===== config.mk =====
export PLATFORM = sky130hd
export DESIGN_NAME = seq_engine_arbiter
export DESIGN_NICKNAME = d
export VERILOG_FILES = /design/src/rtl/seq_engine_arbiter.sv
export SDC_FILE = /design/constraint.sdc
export NUM_CORES = 1
export LEC_CHECK = 0
export ABC_AREA = 1
export CAP_MARGIN = 20
export CELL_PAD_IN_SITES_DETAIL_PLACEMENT = 0
export CELL_PAD_IN_SITES_GLOBAL_PLACEMENT = 1
export CORE_ASPECT_RATIO = 1.75
export CORE_UTILIZATION = 37
export DETAILED_ROUTE_END_ITERATION = 16
export PLACE_DENSITY_LB_ADDON = 0.08
export SLEW_MARGIN = 10
export SYNTH_ARGS = -nofsm -noshare
export SYNTH_HDL_FRONTEND = slang
export SYNTH_SLANG_ARGS = --single-unit
export TNS_END_PERCENT = 50

===== constraint.sdc =====
create_clock -name clk -period 4.3 [get_ports clk]
set_clock_uncertainty 0.05 [all_clocks]
set_input_delay 0.43 -clock clk [delete_from_list [all_inputs] [get_ports clk]]
set_output_delay 0.43 -clock clk [all_outputs]
set_load 0.03 [all_outputs]

===== src/rtl/seq_engine_arbiter.sv =====
// rtl/seq_engine_arbiter.sv - round-robin arbiter/sequencer sharing one three-step sequence engine
//
// Purpose:
//   Grants one of NREQ requesters at a time, fires the shared engine with a
//   one-cycle trigger word of 1, then checks that the engine answers 1 and
//   then 2. Each transaction reports its status, can set a sticky error and
//   advances a wrapping transaction counter.
//
// Ports:
//   clk           rising-edge clock
//   rst_n         asynchronous active-low reset
//   i_enable      permits new grants (an in-flight transaction always completes)
//   i_req         per-requester request levels, sampled only in IDLE
//   i_err_clr     synchronous clear of o_err_sticky (a same-cycle failure wins)
//   i_eng_out     engine output_signal
//   o_gnt         one-hot grant, held for the whole transaction
//   o_busy        high whenever the sequencer is not idle
//   o_done        one-cycle end-of-transaction pulse
//   o_status_ok   valid with o_done: engine answered 1 then 2
//   o_err_sticky  set by any failed transaction
//   o_txn_count   number of completed transactions, wraps
//   o_eng_in      engine input_signal (registered)

module seq_engine_arbiter #(
    parameter int WIDTH = 8,
    parameter int NREQ  = 4,
    parameter int CNT_W = 16
) (
    input  logic             clk,
    input  logic             rst_n,
    input  logic             i_enable,
    input  logic [NREQ-1:0]  i_req,
    input  logic             i_err_clr,
    input  logic [WIDTH-1:0] i_eng_out,
    output logic [NREQ-1:0]  o_gnt,
    output logic             o_busy,
    output logic             o_done,
    output logic             o_status_ok,
    output logic             o_err_sticky,
    output logic [CNT_W-1:0] o_txn_count,
    output logic [WIDTH-1:0] o_eng_in
);

    localparam int IDX_W = (NREQ > 1) ? $clog2(NREQ) : 1;

    typedef enum logic [2:0] {
        S_IDLE    = 3'd0,
        S_ISSUE   = 3'd1,
        S_SEE_A   = 3'd2,
        S_SEE_B   = 3'd3,
        S_RELEASE = 3'd4
    } state_t;

    state_t             r_state;
    state_t             w_state_nxt;

    logic [NREQ-1:0]    r_gnt;
    logic [IDX_W-1:0]   r_last_gnt;
    logic               r_ok_a;
    logic               r_ok_b;
    logic               r_err_sticky;
    logic [CNT_W-1:0]   r_txn_count;
    logic [WIDTH-1:0]   r_eng_in;

    logic               w_found;
    logic [IDX_W-1:0]   w_win_idx;
    logic [NREQ-1:0]    w_win_onehot;
    logic [IDX_W:0]     w_sum;
    logic [IDX_W-1:0]   w_cand;
    logic               w_txn_fail;

    // Round-robin search starting just after the last winner. The extra bit
    // in w_sum lets the wrap be a single conditional subtract, which keeps
    // non-power-of-two NREQ correct.
    always_comb begin
        w_found   = 1'b0;
        w_win_idx = '0;
        w_sum     = '0;
        w_cand    = '0;
        for (int off = 1; off <= NREQ; off++) begin
            w_sum = {1'b0, r_last_gnt} + (IDX_W+1)'(off);
            if (w_sum >= (IDX_W+1)'(NREQ)) begin
                w_sum = w_sum - (IDX_W+1)'(NREQ);
            end
            w_cand = w_sum[IDX_W-1:0];
            if (!w_found && i_req[w_cand]) begin
                w_found   = 1'b1;
                w_win_idx = w_cand;
            end
        end
    end

    assign w_win_onehot = NREQ'(1) << w_win_idx;
    assign w_txn_fail   = !(r_ok_a && r_ok_b);

    // State register
    always_ff @(posedge clk or negedge rst_n) begin
        if (!rst_n) begin
            r_state <= S_IDLE;
        end else begin
            r_state <= w_state_nxt;
        end
    end

    // Next state and state-decoded outputs
    always_comb begin
        w_state_nxt = S_IDLE;
        o_busy      = 1'b1;
        o_done      = 1'b0;
        o_status_ok = 1'b0;
        case (r_state)
            S_IDLE: begin
                o_busy      = 1'b0;
                w_state_nxt = (i_enable && w_found) ? S_ISSUE : S_IDLE;
            end
            S_ISSUE:   w_state_nxt = S_SEE_A;
            S_SEE_A:   w_state_nxt = S_SEE_B;
            S_SEE_B:   w_state_nxt = S_RELEASE;
            S_RELEASE: begin
                o_done      = 1'b1;
                o_status_ok = !w_txn_fail;
                w_state_nxt = S_IDLE;
            end
            default: begin
                o_busy      = 1'b0;
                w_state_nxt = S_IDLE;
            end
        endcase
    end

    // Datapath: grant, trigger word, response capture, counter, sticky error
    always_ff @(posedge clk or negedge rst_n) begin
        if (!rst_n) begin
            r_gnt        <= '0;
            r_last_gnt   <= IDX_W'(NREQ - 1);
            r_ok_a       <= 1'b0;
            r_ok_b       <= 1'b0;
            r_err_sticky <= 1'b0;
            r_txn_count  <= '0;
            r_eng_in     <= '0;
        end else begin
            case (r_state)
                S_IDLE: begin
                    if (i_enable && w_found) begin
                        r_gnt      <= w_win_onehot;
                        r_last_gnt <= w_win_idx;
                        r_eng_in   <= WIDTH'(1);
                    end
                end
                S_ISSUE: begin
                    r_eng_in <= '0;
                end
                S_SEE_A: begin
                    r_ok_a <= (i_eng_out == WIDTH'(1));
                end
                S_SEE_B: begin
                    r_ok_b <= (i_eng_out == WIDTH'(2));
                end
                S_RELEASE: begin
                    r_gnt       <= '0;
                    r_txn_count <= r_txn_count + CNT_W'(1);
                end
                default: begin
                    r_gnt    <= '0;
                    r_eng_in <= '0;
                end
            endcase

            // A failure being recorded takes priority over a clear request.
            if (r_state == S_RELEASE && w_txn_fail) begin
                r_err_sticky <= 1'b1;
            end else if (i_err_clr) begin
                r_err_sticky <= 1'b0;
            end
        end
    end

    assign o_gnt        = r_gnt;
    assign o_err_sticky = r_err_sticky;
    assign o_txn_count  = r_txn_count;
    assign o_eng_in     = r_eng_in;

endmodule


* Word-level counts from Yosys, hierarchy flattened *
Index checks and enable logic that the tools add are counted.

storage, ports and cells
  flip-flop bits (word level) = 36
  input port bits = 16
  output and inout bits = 32
  word-level logic and storage cells = 84

operators by class
  add/subtract/negate cells = 9
  order comparisons = 8
  equal/unequal tests = 7
  shifts and indexed selects = 1
  multiplexer cells = 31
  bitwise gates (word level) = 2
  reductions and logical operators = 18

operator list
  cell                     number
  $add A16 B1 Y16 const B  1
  $mux W2                  8
  $pmux W8 S2              1
  $mux W1                  14
  $ge A3 B3 Y1 const B     4
  $lt A2 B3 Y1 const B     4
  $pmux W3 S4              1
  $bmux W1 S2              4
  $eq A8 B1 Y1 const B     1
  $eq A8 B2 Y1 const B     1
  $mux W8                  1
  $pmux W4 S2              1
  $sub A2 B1 Y2 const B    4
  $add A2 B2 Y3 const B    2
  $eq A3 B2 Y1 const B     2
  $logic_and A1 B1 Y1      6
  $reduce_and A2 Y1        3
  $reduce_or A3 Y1         2
  $logic_not A1 Y1         4
  $mux W4                  1
  $reduce_or A4 Y1         1
  $shl A1 B2 Y4 const A    1
  $add A2 B1 Y3 const B    1
  $add A2 B3 Y3 const B    1
  6 further kinds          7

* Longest topological paths before layout *
  word-level depth = 18
  gate-level depth with buffers = 14
  depth with buffers taken out = 13

* Worst setup path after synthesis *
Ideal clock, no wire load.

  kind = reg2out
  start point = register r_state[0]
  end point = output o_status_ok
  data arrival time = 1.323 ns
  required time = 3.820 ns
  slack = 2.497 ns
  stages on the path, launching flop included = 4
  path buffers = 0
  cell sequence = dfrtp_1 > nor2_4 > nand2_4 > nor3_1

on the way
  word-level cells in the longest chain between the ends = 2

ends and longest elaborated chain
  item                    line  source
  from (decl)             54    state_t r_state;
  from (signal assigned)  101   r_state <= w_state_nxt;
  $eq A3 B3 Y1            111   case (r_state)
  $mux W1                 111
  to (decl)               38    output logic o_status_ok,

Every way passes these cells.

* Worst setup path after layout *
  start point = register r_state[2]
  end point = output o_busy

on the way
  word-level cells in the longest chain between the ends = 3
  elaborated cells between the ends (all ways) = 6
  those cells by class = eq/ne: 4; mux: 1; reduce/logical: 1

ends and longest elaborated chain
  item                                        line  source
  $eq A3 B3 Y1, or another cell as far along  111
  $reduce_or A4 Y1 (no source line) *         --
  $mux W1 *                                   111
  to (decl)                                   36    output logic o_busy,

Mark *: on every way between the ends. The rest lies on a longest branch, timed or not.

==> flow_metrics.env <==
export IMPL_layout_setup_ws_ns=1.94
export IMPL_setup_worst_path_start_class="flip-flop"
export IMPL_fin_area_mm2=0.00227
export IMPL_p_per_area_mw_per_mm2=582
export IMPL_arrival_ns=1.88
export IMPL_slew_viol_final=0
export IMPL_synthCells=211
export IMPL_antenna_found_initial=0
export IMPL_design_portCount=48
export IMPL_synth_avg_cell_area_um2=8.24
export IMPL_clockBufferDepth=2
export IMPL_synthTopCellsByArea="dfrtp_1 (39%), nand2_1 (14%), inv_1 (5.0%)"
export IMPL_setup_viol=0
export IMPL_wl_per_cell_um=11.1
export IMPL_drtAntennaViolNets=0
export IMPL_synth_warnings=0
export IMPL_leakage_nw=1.17
export IMPL_grt_setup_unrepaired="no"
export IMPL_fp_row_count=32
export IMPL_ir_drop_v=0.000337
export IMPL_ys_seq_area_share_pct=41.9
export IMPL_core_mm2=0.00444
export IMPL_vias=1384
export IMPL_die_area_mm2=0.00499
export IMPL_cts_max_level=2
export IMPL_die_w_um=53.8
export IMPL_cts_hold_buf=0
export IMPL_syn_area_mm2=0.00174
export IMPL_cts_resized=0
export IMPL_first_iter_violations=12
export IMPL_antenna_cells=0
export IMPL_start_util_pct=39.1
export IMPL_finalCritPeriodShare_pct=55.0
export IMPL_grt_usage_pct=15.9
export IMPL_rr_startpoint="r_last_gnt[0]$_DFFE_PN1P_"
export IMPL_min_from="o_txn_count[15]$_DFFE_PN0P_"
export IMPL_routed_via_density=4.48
export IMPL_firstDrtPassIters=2
export IMPL_port_buffers=40
export IMPL_totalWireLength_mm=3.44
export IMPL_area_delta_synth_final_pct=30.6
export IMPL_grt_ovfl_total=0
export IMPL_die_h_um=92.7
export IMPL_cts_tree="built"
export IMPL_post_place_ws_ns=2.22
export IMPL_nFillCells=448
export IMPL_grt_pass1_vias=1352
export IMPL_hold_violations=0
export IMPL_synth_top_cell_by_area="dfrtp_1"
export IMPL_ys_ff_latch=29
export IMPL_fmaxAchievable_mhz=423
export IMPL_dp_cells=301
export IMPL_drc=0
export IMPL_setup_tns_ns=0
export IMPL_cap_violations=0
export IMPL_status="finished clean"
export IMPL_numCtsBuffers=5
export IMPL_grt_max_degree=30
export IMPL_netlist_cell_type_count=31
export IMPL_post_synth_top_area_fraction_pct=38.8
export IMPL_routabilityCongestion=0.663
export IMPL_startpoint="r_state[2]$_DFF_PN0_"
export IMPL_clk_pin_slew_ns=0.06
export IMPL_cts_setup_buffers=0
export IMPL_crit_required_ns=3.82
export IMPL_final_nets=274
export IMPL_end_kind="output port"
export IMPL_clock_sinks=29
export IMPL_cp_max_fo=4
export IMPL_period_minus_slack_ns=2.36
export IMPL_clock_latency_ns=0.27
export IMPL_hpwl_mm=2.81
export IMPL_grt_pass1_wl_mm=5.76
export IMPL_hp_class="reg -> reg"
export IMPL_final_layout_size_suffix_gt1_share_pct=18.2
export IMPL_cts_root_buf="clkbuf_8"
export IMPL_stdcell_count=309
export IMPL_dpl_cell_area_mm2=0.00217
export IMPL_crit_type="reg -> out"
metrics by stage:
step                      total power [mW]  utilization (%)  hold slack (ns)
after floorplan                      0.904                -           0.0844
after global routing                  1.43             51.1            0.427
final                                 1.32             51.1            0.411
after detailed placement              1.10             48.8            0.407
after global placement                1.09             48.8            0.405
after CTS                             1.34             51.1            0.419
layer usage:
metal	routed length, um	GRT usage [%]	vias up	share of wire (%)
met5	0	0	-	0
met2	2100	30.7	19	61
met3	70	2.46	4	2.0
met4	44	7.24	0	1.3
met1	1220	14.9	641	35
li1	-	-	720	-
kinds of logic (layout without fill, tap and decap cells):
| logic type | count (synthesis) | count (layout) | synth area share [%] |
|---|---|---|---|
| simple gates | 119 | 119 | 36.2 |
| compound gates | 10 | 10 | 2.88 |
| fa+ha+maj | 1 | 1 | 0.719 |
| other cells | 1 | 7 | 0.216 |
| flops | 29 | 29 | 41.9 |
| buf+inv | 36 | 77 | 10.1 |
| xor+xnor | 15 | 15 | 7.99 |
cell usage after synthesis:
cell type and count:
nand3b_4 2, o21ai_0 6, a21oi_1 2, nand4_1 2
or2_2 1, nor2_2 5, nand2_4 3, ha_1 1
inv_6 1, nor2_1 7, inv_2 2, buf_6 1
inv_4 1, nand2_1 67, nor4_1 1, nand3_2 2
clkinv_1 1, nand3_1 9, nand2_2 11, nor3_2 1
nor3_1 2, dfrtp_1 27, xor2_1 9, inv_1 23
nor2_4 6, buf_4 7, conb_1 1, xnor2_2 1
dfstp_2 2, xnor2_1 5, o21ai_1 2
path summary, 6_finish.rpt:
path / to / slack (ns) / depth (start not counted)
worst max-delay path: o_busy / 1.94 / 6
worst min-delay path: o_txn_count[15]$_DFFE_PN0P_ / 0.41 / 1
worst max register to register: o_gnt[3]$_DFFE_PN0P_ / 2.55 / 10
worst min register to register: o_txn_count[15]$_DFFE_PN0P_ / 0.41 / 1
max in group asynchronous: r_last_gnt[1]$_DFFE_PN1P_ / 3.39 / 2
min in group asynchronous: o_txn_count[3]$_DFFE_PN0P_ / 0.49 / 2
sequential cells by signal, summed over array words and instances, names as in the netlist:
register and cells:
r_ok_b 1, o_gnt 4, r_ok_a 1, o_err_sticky 1, r_state 3, r_last_gnt 2
o_eng_in 1, o_txn_count 16
cells in the final DEF (no fill, tap or decap):
master,count
xor2_1,9
nor2_2,5
buf_4,1
conb_1,7
inv_2,2
inv_6,1
a21oi_1,2
nor3_2,1
nand3_1,9
nand2_2,11
nor4_1,1
inv_4,1
dfstp_2,2
inv_1,23
nand2_1,67
nand3_2,2
nand2_4,3
o21ai_0,6
o21ai_1,2
clkinv_2,1
dfrtp_1,27
ha_1,1
nor2_4,6
clkdlybuf4s50_1,40
nand4_1,2
nor3_1,2
nor2_1,7
nand3b_4,2
xnor2_2,1
clkbuf_8,7
or2_2,1
clkinv_1,1
xnor2_1,5
area by class of cell:
class	count	area, um2	share of cell area (%)
Multi-Input combinational cell	152	857	37.7
Sequential cell	29	728	32.1
Timing Repair Buffer	41	408	18.0
Inverter	28	113	4.96
Clock buffer	7	96.3	4.24
Tap cell	51	63.8	2.81
Clock inverter	1	5.00	0.220
worst max-delay path: stages, from the launching register on:
cell and delay [ns]:
dfrtp_1 0.43, nor2_1 0.15, inv_1 0.08, nor2_1 0.12
inv_1 0.08, nand3_1 0.08, clkdlybuf4s50_1 0.67
power breakdown:
group | switching, mW | internal (mW) | leakage (nW)
sequential | 0.0780 | 0.339 | 0.386
combinational | 0.416 | 0.244 | 0.728
clock | 0.0995 | 0.144 | 0.0542
(Power assumes the default switching activity.)
